==> src/rtl/time_set_seq.sv <==
// time_set_seq: walks the clock's set-button lines until the count feedback matches a target time.
// Define TSEQ_DAY_SET_EN to build the day-programming phase; without it Dayadv stays low.
module time_set_seq #(
  parameter int MAX_RETRY = 2,
  parameter int SETTLE    = 1
) (
  input  logic       clk,
  input  logic       rst_n,
  input  logic       start,
  input  logic       alarm_mode,
  input  logic [6:0] tgt_min,
  input  logic [6:0] tgt_hrs,
  input  logic [6:0] tgt_day,
  input  logic [6:0] cur_min,
  input  logic [6:0] cur_hrs,
  input  logic [6:0] cur_day,
  output logic       Timeset,
  output logic       Alarmset,
  output logic       Minadv,
  output logic       Hrsadv,
  output logic       Dayadv,
  output logic       busy,
  output logic       done,
  output logic       err
);

  typedef enum logic [3:0] {
    ST_IDLE   = 4'd0,
    ST_CHECK  = 4'd1,
    ST_ENTER  = 4'd2,
    ST_LOAD_M = 4'd3,
    ST_ADV_M  = 4'd4,
    ST_GAP_M  = 4'd5,
    ST_LOAD_H = 4'd6,
    ST_ADV_H  = 4'd7,
    ST_GAP_H  = 4'd8,
    ST_LOAD_D = 4'd9,
    ST_ADV_D  = 4'd10,
    ST_GAP_D  = 4'd11,
    ST_VERIFY = 4'd12,
    ST_EXIT   = 4'd13,
    ST_DONE   = 4'd14
  } state_t;

  localparam logic [7:0] MAX_RETRY_C = 8'(MAX_RETRY);
  localparam logic [7:0] SETTLE_C    = 8'(SETTLE);

  state_t     state_r, state_nxt_s, after_h_s;
  logic [7:0] cnt_r, cnt_nxt_s;
  logic [7:0] retry_r, retry_nxt_s;
  logic       err_nxt_s;
  logic [6:0] tmin_r, thrs_r;
  logic       mode_r;
  logic [7:0] dm_s, dh_s;
  logic       range_ok_s, match_s;
  logic       mode_on_s, ts_nxt_s, as_nxt_s, ma_nxt_s, ha_nxt_s, da_nxt_s;
  logic       busy_nxt_s, done_nxt_s;

  // Forward distance from cur to tgt on a modulo-modv dial, in 8-bit arithmetic.
  function automatic logic [7:0] mod_delta(input logic [6:0] tgt, input logic [6:0] cur,
                                           input logic [7:0] modv);
    logic [7:0] d;
    d = {1'b0, tgt} + modv - {1'b0, cur};
    return (d >= modv) ? (d - modv) : d;
  endfunction

  assign dm_s = mod_delta(tmin_r, cur_min, 8'd60);
  assign dh_s = mod_delta(thrs_r, cur_hrs, 8'd24);

`ifdef TSEQ_DAY_SET_EN
  logic [6:0] tday_r;
  logic [7:0] dd_s;
  assign dd_s       = mod_delta(tday_r, cur_day, 8'd7);
  assign after_h_s  = mode_r ? ST_VERIFY : ST_LOAD_D;
  assign range_ok_s = (tmin_r < 7'd60) && (thrs_r < 7'd24) && (mode_r || (tday_r < 7'd7));
  assign match_s    = (cur_min == tmin_r) && (cur_hrs == thrs_r) && (mode_r || (cur_day == tday_r));

  // Day target capture; only meaningful in time mode.
  always_ff @(posedge clk or negedge rst_n) begin
    if (!rst_n) begin
      tday_r <= 7'd0;
    end else if ((state_r == ST_IDLE) && start) begin
      tday_r <= tgt_day;
    end
  end
`else
  logic day_unused_s;
  assign day_unused_s = ^{tgt_day, cur_day};
  assign after_h_s    = ST_VERIFY;
  assign range_ok_s   = (tmin_r < 7'd60) && (thrs_r < 7'd24);
  assign match_s      = (cur_min == tmin_r) && (cur_hrs == thrs_r);
`endif

  // Target and mode capture on an accepted start.
  always_ff @(posedge clk or negedge rst_n) begin
    if (!rst_n) begin
      tmin_r <= 7'd0;
      thrs_r <= 7'd0;
      mode_r <= 1'b0;
    end else if ((state_r == ST_IDLE) && start) begin
      tmin_r <= tgt_min;
      thrs_r <= tgt_hrs;
      mode_r <= alarm_mode;
    end
  end

  // State register with the shared down-counter and retry count.
  always_ff @(posedge clk or negedge rst_n) begin
    if (!rst_n) begin
      state_r <= ST_IDLE;
      cnt_r   <= 8'd0;
      retry_r <= 8'd0;
    end else begin
      state_r <= state_nxt_s;
      cnt_r   <= cnt_nxt_s;
      retry_r <= retry_nxt_s;
    end
  end

  // Next-state logic; cnt_r counts settle cycles in ENTER and advance cycles in ADV_x.
  always_comb begin
    state_nxt_s = state_r;
    cnt_nxt_s   = cnt_r;
    retry_nxt_s = retry_r;
    err_nxt_s   = err;
    case (state_r)
      ST_IDLE: begin
        if (start) begin
          state_nxt_s = ST_CHECK;
          retry_nxt_s = 8'd0;
          err_nxt_s   = 1'b0;
        end else begin
          state_nxt_s = ST_IDLE;
        end
      end
      ST_CHECK: begin
        if (range_ok_s) begin
          state_nxt_s = ST_ENTER;
          cnt_nxt_s   = SETTLE_C;
        end else begin
          state_nxt_s = ST_DONE;
          err_nxt_s   = 1'b1;
        end
      end
      ST_ENTER: begin
        if (cnt_r <= 8'd1) begin
          state_nxt_s = ST_LOAD_M;
        end else begin
          cnt_nxt_s = cnt_r - 8'd1;
        end
      end
      ST_LOAD_M: begin
        if (dm_s == 8'd0) begin
          state_nxt_s = ST_LOAD_H;
        end else begin
          cnt_nxt_s   = dm_s;
          state_nxt_s = ST_ADV_M;
        end
      end
      ST_ADV_M: begin
        if (cnt_r <= 8'd1) begin
          state_nxt_s = ST_GAP_M;
        end else begin
          cnt_nxt_s = cnt_r - 8'd1;
        end
      end
      ST_GAP_M: state_nxt_s = ST_LOAD_H;
      ST_LOAD_H: begin
        if (dh_s == 8'd0) begin
          state_nxt_s = after_h_s;
        end else begin
          cnt_nxt_s   = dh_s;
          state_nxt_s = ST_ADV_H;
        end
      end
      ST_ADV_H: begin
        if (cnt_r <= 8'd1) begin
          state_nxt_s = ST_GAP_H;
        end else begin
          cnt_nxt_s = cnt_r - 8'd1;
        end
      end
      ST_GAP_H: state_nxt_s = after_h_s;
`ifdef TSEQ_DAY_SET_EN
      ST_LOAD_D: begin
        if (dd_s == 8'd0) begin
          state_nxt_s = ST_VERIFY;
        end else begin
          cnt_nxt_s   = dd_s;
          state_nxt_s = ST_ADV_D;
        end
      end
      ST_ADV_D: begin
        if (cnt_r <= 8'd1) begin
          state_nxt_s = ST_GAP_D;
        end else begin
          cnt_nxt_s = cnt_r - 8'd1;
        end
      end
      ST_GAP_D: state_nxt_s = ST_VERIFY;
`endif
      ST_VERIFY: begin
        if (match_s) begin
          state_nxt_s = ST_EXIT;
        end else if (retry_r < MAX_RETRY_C) begin
          // A fresh pass re-reads the feedback, absorbing carries the clock added meanwhile.
          retry_nxt_s = retry_r + 8'd1;
          state_nxt_s = ST_LOAD_M;
        end else begin
          err_nxt_s   = 1'b1;
          state_nxt_s = ST_EXIT;
        end
      end
      ST_EXIT: state_nxt_s = ST_DONE;
      ST_DONE: state_nxt_s = ST_IDLE;
      default: state_nxt_s = ST_IDLE;
    endcase
  end

  // Output decode from the next state so the registered lines line up with the state.
  always_comb begin
    mode_on_s = 1'b0;
    ma_nxt_s  = 1'b0;
    ha_nxt_s  = 1'b0;
    da_nxt_s  = 1'b0;
    case (state_nxt_s)
      ST_ENTER, ST_LOAD_M, ST_GAP_M, ST_LOAD_H, ST_GAP_H, ST_VERIFY: mode_on_s = 1'b1;
      ST_ADV_M: begin
        mode_on_s = 1'b1;
        ma_nxt_s  = 1'b1;
      end
      ST_ADV_H: begin
        mode_on_s = 1'b1;
        ha_nxt_s  = 1'b1;
      end
`ifdef TSEQ_DAY_SET_EN
      ST_LOAD_D, ST_GAP_D: mode_on_s = 1'b1;
      ST_ADV_D: begin
        mode_on_s = 1'b1;
        da_nxt_s  = 1'b1;
      end
`endif
      default: mode_on_s = 1'b0;
    endcase
    ts_nxt_s   = mode_on_s && !mode_r;
    as_nxt_s   = mode_on_s && mode_r;
    busy_nxt_s = (state_nxt_s != ST_IDLE) && (state_nxt_s != ST_DONE);
    done_nxt_s = (state_nxt_s == ST_DONE);
  end

  // Registered outputs.
  always_ff @(posedge clk or negedge rst_n) begin
    if (!rst_n) begin
      Timeset  <= 1'b0;
      Alarmset <= 1'b0;
      Minadv   <= 1'b0;
      Hrsadv   <= 1'b0;
      Dayadv   <= 1'b0;
      busy     <= 1'b0;
      done     <= 1'b0;
      err      <= 1'b0;
    end else begin
      Timeset  <= ts_nxt_s;
      Alarmset <= as_nxt_s;
      Minadv   <= ma_nxt_s;
      Hrsadv   <= ha_nxt_s;
      Dayadv   <= da_nxt_s;
      busy     <= busy_nxt_s;
      done     <= done_nxt_s;
      err      <= err_nxt_s;
    end
  end

endmodule

==> config.mk <==
export PLATFORM = sky130hd
export DESIGN_NAME = time_set_seq
export DESIGN_NICKNAME = d
export VERILOG_FILES = /design/src/rtl/time_set_seq.sv
export SDC_FILE = /design/constraint.sdc
export NUM_CORES = 1
export LEC_CHECK = 0
export BUFFER_PORTS_ARGS = -buffer_cell sky130_fd_sc_hd__buf_2
export CAP_MARGIN = 20
export CORE_AREA = 2 2 107 109
export CTS_BUF_LIST = sky130_fd_sc_hd__clkbuf_4 sky130_fd_sc_hd__clkbuf_8 sky130_fd_sc_hd__clkbuf_16
export CTS_CLUSTER_SIZE = 12
export DETAILED_ROUTE_END_ITERATION = 8
export DIE_AREA = 0 0 109 111
export HOLD_SLACK_MARGIN = 0.02
export PLACE_DENSITY = 0.49
export SLEW_MARGIN = 5
export SYNTH_ARGS = -nofsm -noshare
export SYNTH_HDL_FRONTEND = slang
export SYNTH_SLANG_ARGS = --single-unit
export TNS_END_PERCENT = 1
==> constraint.sdc <==
create_clock -name clk -period 5.7 [get_ports clk]
set_clock_uncertainty 0.1 [all_clocks]
set_input_delay 0 -clock clk [delete_from_list [all_inputs] [get_ports clk]]
set_output_delay 0 -clock clk [all_outputs]
set_load 0.01 [all_outputs]
; ---- Yosys cells after proc, flatten, opt, wreduce, memory -nomap -nowiden
; Index checks and enable logic that the tools add are counted.
[word_totals]
elab_cells = 106
out_inout_bits = 8
reg_bits = 42
[classes]
muxes = 29
magnitude_cmp = 6
reduce_logical = 19
n_eq_ne = 31
add_sub_neg = 8
[ops]
columns = cell, count
row1 = two-way mux 8 bit, 9
row2 = one-hot mux 4 bit (11 select lines), 1
row3 = "equality test 4 x 3 -> 1 bit, second input constant", 8
row4 = one-hot mux 8 bit (4 select lines), 1
row5 = two-way mux 4 bit, 7
row6 = "equality test 4 bit, second input constant", 6
row7 = "!= test 2 bit, second input constant", 9
row8 = "equality test 4 x 2 -> 1 bit, second input constant", 4
row9 = logical NOT 8 bit, 2
row10 = one-hot mux 8 bit (2 select lines), 1
row11 = subtractor 8 x 7 -> 8 bit, 2
row12 = equality test 7 bit, 2
row13 = AND reduction 5 bit, 2
row14 = "adder 7 x 5 -> 8 bit, second input constant", 1
row15 = "adder 7 x 6 -> 8 bit, second input constant", 1
row16 = "adder 8 x 1 -> 8 bit, second input constant", 1
row17 = "greater-or-equal comparator 8 x 5 -> 1 bit, second input constant", 1
row18 = "greater-or-equal comparator 8 x 6 -> 1 bit, second input constant", 1
row19 = "<= comparator 8 x 1 -> 1 bit, second input constant", 1
row20 = "less-than comparator 8 x 2 -> 1 bit, second input constant", 1
row21 = two-way mux 1 bit, 8
row22 = nonzero test 4 bit, 2
row23 = OR reduction 8 bit, 1
row24 = "subtractor 8 x 1 -> 8 bit, second input constant", 1
row25 = 15 further kinds, 20

; ---- Depth between registers and ports, before layout
[depth]
ltp_word = 11
depth_mapped = 18

; ---- Worst setup path before layout
; OpenSTA, ideal clock, no wires.
[synth_path]
kind = flip-flop to flip-flop
startpoint = reg thrs_r[1]
endpoint = reg cnt_r[0]
slack_ns = 1.535
synth_period_minus_slack_ns = 4.165
t_arrival_ns = 3.940
path_stages_with_launch = 17
path_cell_list = dfrtp_1 -> ha_1 -> ha_1 -> fa_1 -> xnor2_1 -> inv_2 -> ha_1 -> nor2_1 -> nand2_1 -> a2111o_1 -> nand3_1 -> and3_1 -> a31oi_1 -> or4_4 -> buf_6 -> nand2_8 -> mux2_4
[synth_between]
elab_chain_len = 7
word_cells_on_any_way = 13
[synth_rtl]
columns = element, line
row1 = "start, declared", 52  ; logic [6:0] tmin_r, thrs_r;
row2 = "start signal, assigned", 102  ; thrs_r <= tgt_hrs;
row3 = adder 7 x 5 -> 8 bit, 63  ; d = {1'b0, tgt} + modv - {1'b0, cur};
row4 = subtractor 8 x 7 -> 8 bit, 63
row5 = subtractor 8 x 5 -> 8 bit or greater-or-equal comparator 8 x 5 -> 1 bit (tied branches), 64  ; return (d >= modv) ? (d - modv) : d;
row6 = two-way mux 8 bit, 64
row7 = logical NOT 8 bit, 169  ; if (dh_s == 8'd0) begin
row8 = != test 2 bit (no source line), n/a
row9 = AND reduction 5 bit (no source line), n/a
row10 = "end signal, assigned", 115  ; cnt_r <= cnt_nxt_s;
row11 = "end, declared", 49  ; logic [7:0] cnt_r, cnt_nxt_s;
; Parallel ways exist; a longest one is shown, timed or not. The select of a mux whose other input is x is not followed.
; A chain may end at the register's enable or synchronous reset.

; ---- Final worst setup path
[layout_path]
startpoint = reg thrs_r[1]
endpoint = reg cnt_r[5]
; Same word-level chain as after synthesis.

==> key figures <==
Placed design
  – Placer Congestion: 0.7842
  – Buffers added on ports: 38
  – DP HPWL: 7474 um

Timing
  – Fin. max-slew vios: 0
  – # setup viols final: 0
  – Setup TNS: 0 ps
  – Worst-Margin Slew: about 1000 ps
  – Final hold vios: 0
  – Slew Limit Headroom: 30.31%
  – Period minus WS final: between 4000 and 5000 ps
  – Max Fclk: about 0.22 GHz
  – Period utilization: 80.95%
  – RSZ-0062 raised after global routing: false

Synth
  – FF+latch count, synth: 42
  – Yosys top cell area share: ~28%
  – Number of synthesized flops with an enable pin: 0
  – Mean Syn Cell Area: 8.314 um2
  – Synth async-reset ratio: 100.0%
  – Seq/Total Area, Yosys: 28.22%
  – Number of distinct library cells after synthesis: between 70 and 80
  – Synth area leader: dfrtp_1
  – Yosys warning count: 0
  – Post-synthesis instance total: approximately 450
  – Cell Area, Synth: 3725 um2
  – Syn nets: between 500 and 600
  – Dominant synthesized flop cell: dfrtp_1
  – Top post-synthesis cells by area: dfrtp_1 (28%), ha_1 (9.7%), nand2_1 (5.5%)

Worst setup path
  – Capture point of the worst path: cnt_r[5]
  – Startpoint type of the worst setup path: flop
  – R2R cell count: 15
  – Crit Path Category: reg -> reg
  – FF-to-FF Start: thrs_r[1]
  – Worst path arrival time: around 4700 ps
  – Critical-path maximum fanout: 8
  – CP startpoint: thrs_r[1]
  – Internal reg-to-reg setup slack: between 1000 and 1500 ps
  – WP data required: 5760 ps
  – Reg-to-Reg End: cnt_r[5]
  – CP endpoint kind: flop

Clock network
  – Clock transition at path regs: 70 ps
  – CTS tree: yes
  – CTS sink cnt: 42
  – Clock latency on the worst-skew pair: ~280 ps
  – CTS Root Cell: clkbuf_16
  – CTS Buf Count: 5
  – CTS max path bufs: 2
  – Htree depth: 2

Floorplan
  – Rows: 39
  – Die width: 109 um
  – Initial Util: approximately 34%
  – IO Pins: 54
  – Die H: 111 um
  – Core ar.: ~11000 um2
  – Die area: 12100 um2

Global routing
  – Initial antenna violation count: 0
  – First-pass GRT wire length: 16830 um
  – Grt total ovfl: 0
  – Vias in the first global route: between 3000 and 4000
  – Total GRT Usage: 17.39%
  – Largest net degree at the start of global routing: between 40 and 50

Job
  – Max_cap viols: 0

Routing
  – DRC Markers: 0
  – WL/cell: 15.07 um
  – Via density: 5.232
  – ANT nets after route: 0
  – Initial DRC count: 182
  – Drt pass-1 iters: 4
  – Vias post-DR: 3333
  – Detailed Route WL: 9600 um

Finish
  – Area Overhead vs Synth: 16.80%
  – Final net count: 570
  – Fraction of layout cells with a size suffix above 1: 14.37%
  – Fillers: roughly 1100
  – Antenna diodes: 0
  – Seq. cell area: 1051 um2
  – Area occupied by multi-input gates: 2449 um2

Min path
  – Worst min path class: in -> async

Run status
  – Outcome: finished, final reports clean
-- metrics by stage --
step,hold WS [ps],utilization [%],instances,area (um2),worst slack (ps)
final,68.18,39.27,637,4350,1086
after global placement,88.29,36.28,612,4019,1226
after global routing,107.9,39.27,637,4350,778.8
after detailed placement,94.01,36.28,612,4019,1130
after CTS,147.8,39.09,636,4330,1095
after floorplan,-395.6,-,448,3725,1535
-- cells in the mapped netlist (3+ instances only) --
cell type / number
nand2_1: 55
dfrtp_1: 42
nor2_1: 38
inv_1: 37
ha_1: 29
o21ai_0: 24
a21oi_1: 21
nand3_1: 15
clkbuf_1: 13
nor3_1: 11
xor2_1: 9
a31oi_1: 8
xnor2_1: 8
and3_1: 7
a21o_1: 6
mux2i_1: 6
o211ai_1: 6
and2_1: 5
nand2b_1: 5
nor2b_1: 5
nor4_1: 5
a211oi_1: 4
a221oi_1: 4
o2bb2ai_1: 4
or3_1: 4
a22oi_1: 3
a41oi_1: 3
buf_2: 3
mux2_2: 3
mux2_4: 3
nand4_1: 3
o2111ai_1: 3
o22a_1: 3
o311ai_0: 3
o41ai_1: 3
-- layout by cell type (no fill, tap or decap), drive strengths merged, types with 3 or more instances in the layout --
cell         Yosys  routed
and2             5       5
a41oi            3       3
clkbuf          13       6
xnor2            9       9
a21oi           22      22
nor4             5       5
o2111ai          3       3
o2bb2ai          4       4
or3              4       4
nor3            11      11
o311ai           3       3
and3             7       7
nand2           56      56
o22a             3       3
inv             38      38
a21o             6       6
nor2b            5       5
buf              5      40
o41ai            4       4
a211oi           5       5
ha              29      29
a31oi            8       8
a22oi            3       3
o211ai           6       6
mux2             6       6
nand4            3       3
dfrtp           42      42
xor2            10      10
a221oi           4       4
nor2            39      39
nand3           16      16
mux2i            6       6
nand2b           5       5
dlygate4sd3      0      16
o21ai           26      26
-- what timing repair did --
item,in CTS,in global routing
hold buffers,16,0
hold endpoints to repair,57,0
buffers inserted,0,0
resized for setup,0,0
-- per-layer routing --
layer	track usage, %	share of wire, %	up-vias
li1	-	-	1710
met1	24.84	48	1543
met2	27.99	48	74
met3	2.646	3.8	6
met4	2.906	0.90	0
met5	0	0	-
-- cell type report --
type	instances	area share (%)
Sequential cell	42	24.16
Inverter	38	3.279
Tap cell	143	4.113
Clock buffer	6	3.192
Clock inverter	2	0.2876
Timing Repair Buffer	56	8.686
Multi-Input combinational cell	350	56.28
-- state kept, by name, indices dropped and copies added (netlist names) --
| signal | count |
|---|---|
| busy | 1 |
| Alarmset | 1 |
| retry_r | 8 |
| mode_r | 1 |
| cnt_r | 8 |
| Hrsadv | 1 |
| Minadv | 1 |
| tmin_r | 7 |
| thrs_r | 7 |
| done | 1 |
| state_r | 4 |
| Timeset | 1 |
| err | 1 |
-- logic make-up (layout without fill, tap and decap cells) --
logic type / after synthesis / after routing / synth area share, %
adder cells (fa/ha/maj): 33 / 33 / 11.45
AO/OA/AOI/OAI: 119 / 119 / 23.21
other: 1 / 1 / 0.1007
XOR/XNOR: 19 / 19 / 5.476
flip-flops: 42 / 42 / 28.22
AND/OR/NAND/NOR: 166 / 166 / 21.77
buffers and inverters: 56 / 102 / 6.046
multiplexers: 12 / 12 / 3.728
-- worst min-delay path by stage --
stage | depth (start not counted) | slack [ps] | startpoint | end
after detailed placement | 3 | 90 | tgt_hrs[1] | thrs_r[1]
after global placement | 3 | 90 | tgt_hrs[2] | thrs_r[2]
after CTS | 4 | 150 | start | thrs_r[6]
after global routing | 2 | 110 | rst_n | thrs_r[1]
after floorplan | 0 | -400 | rst_n | Alarmset
final | 2 | 70 | rst_n | tmin_r[3]
-- critical path, stage by stage (launching register included) --
cell and delay [ps]:
dfrtp_1 400, ha_1 310, ha_1 240, fa_1 450, xnor2_1 440, inv_2 200, ha_1 290, nor2_1 150
nand2_1 70, a2111o_1 400, nand3_1 90, and3_1 190, a31oi_1 80, or4_4 650, nand2_8 130, mux2_4 300
Power is not shown: default switching activity piles up to over one toggle a cycle in this logic, so the estimate is an artifact.
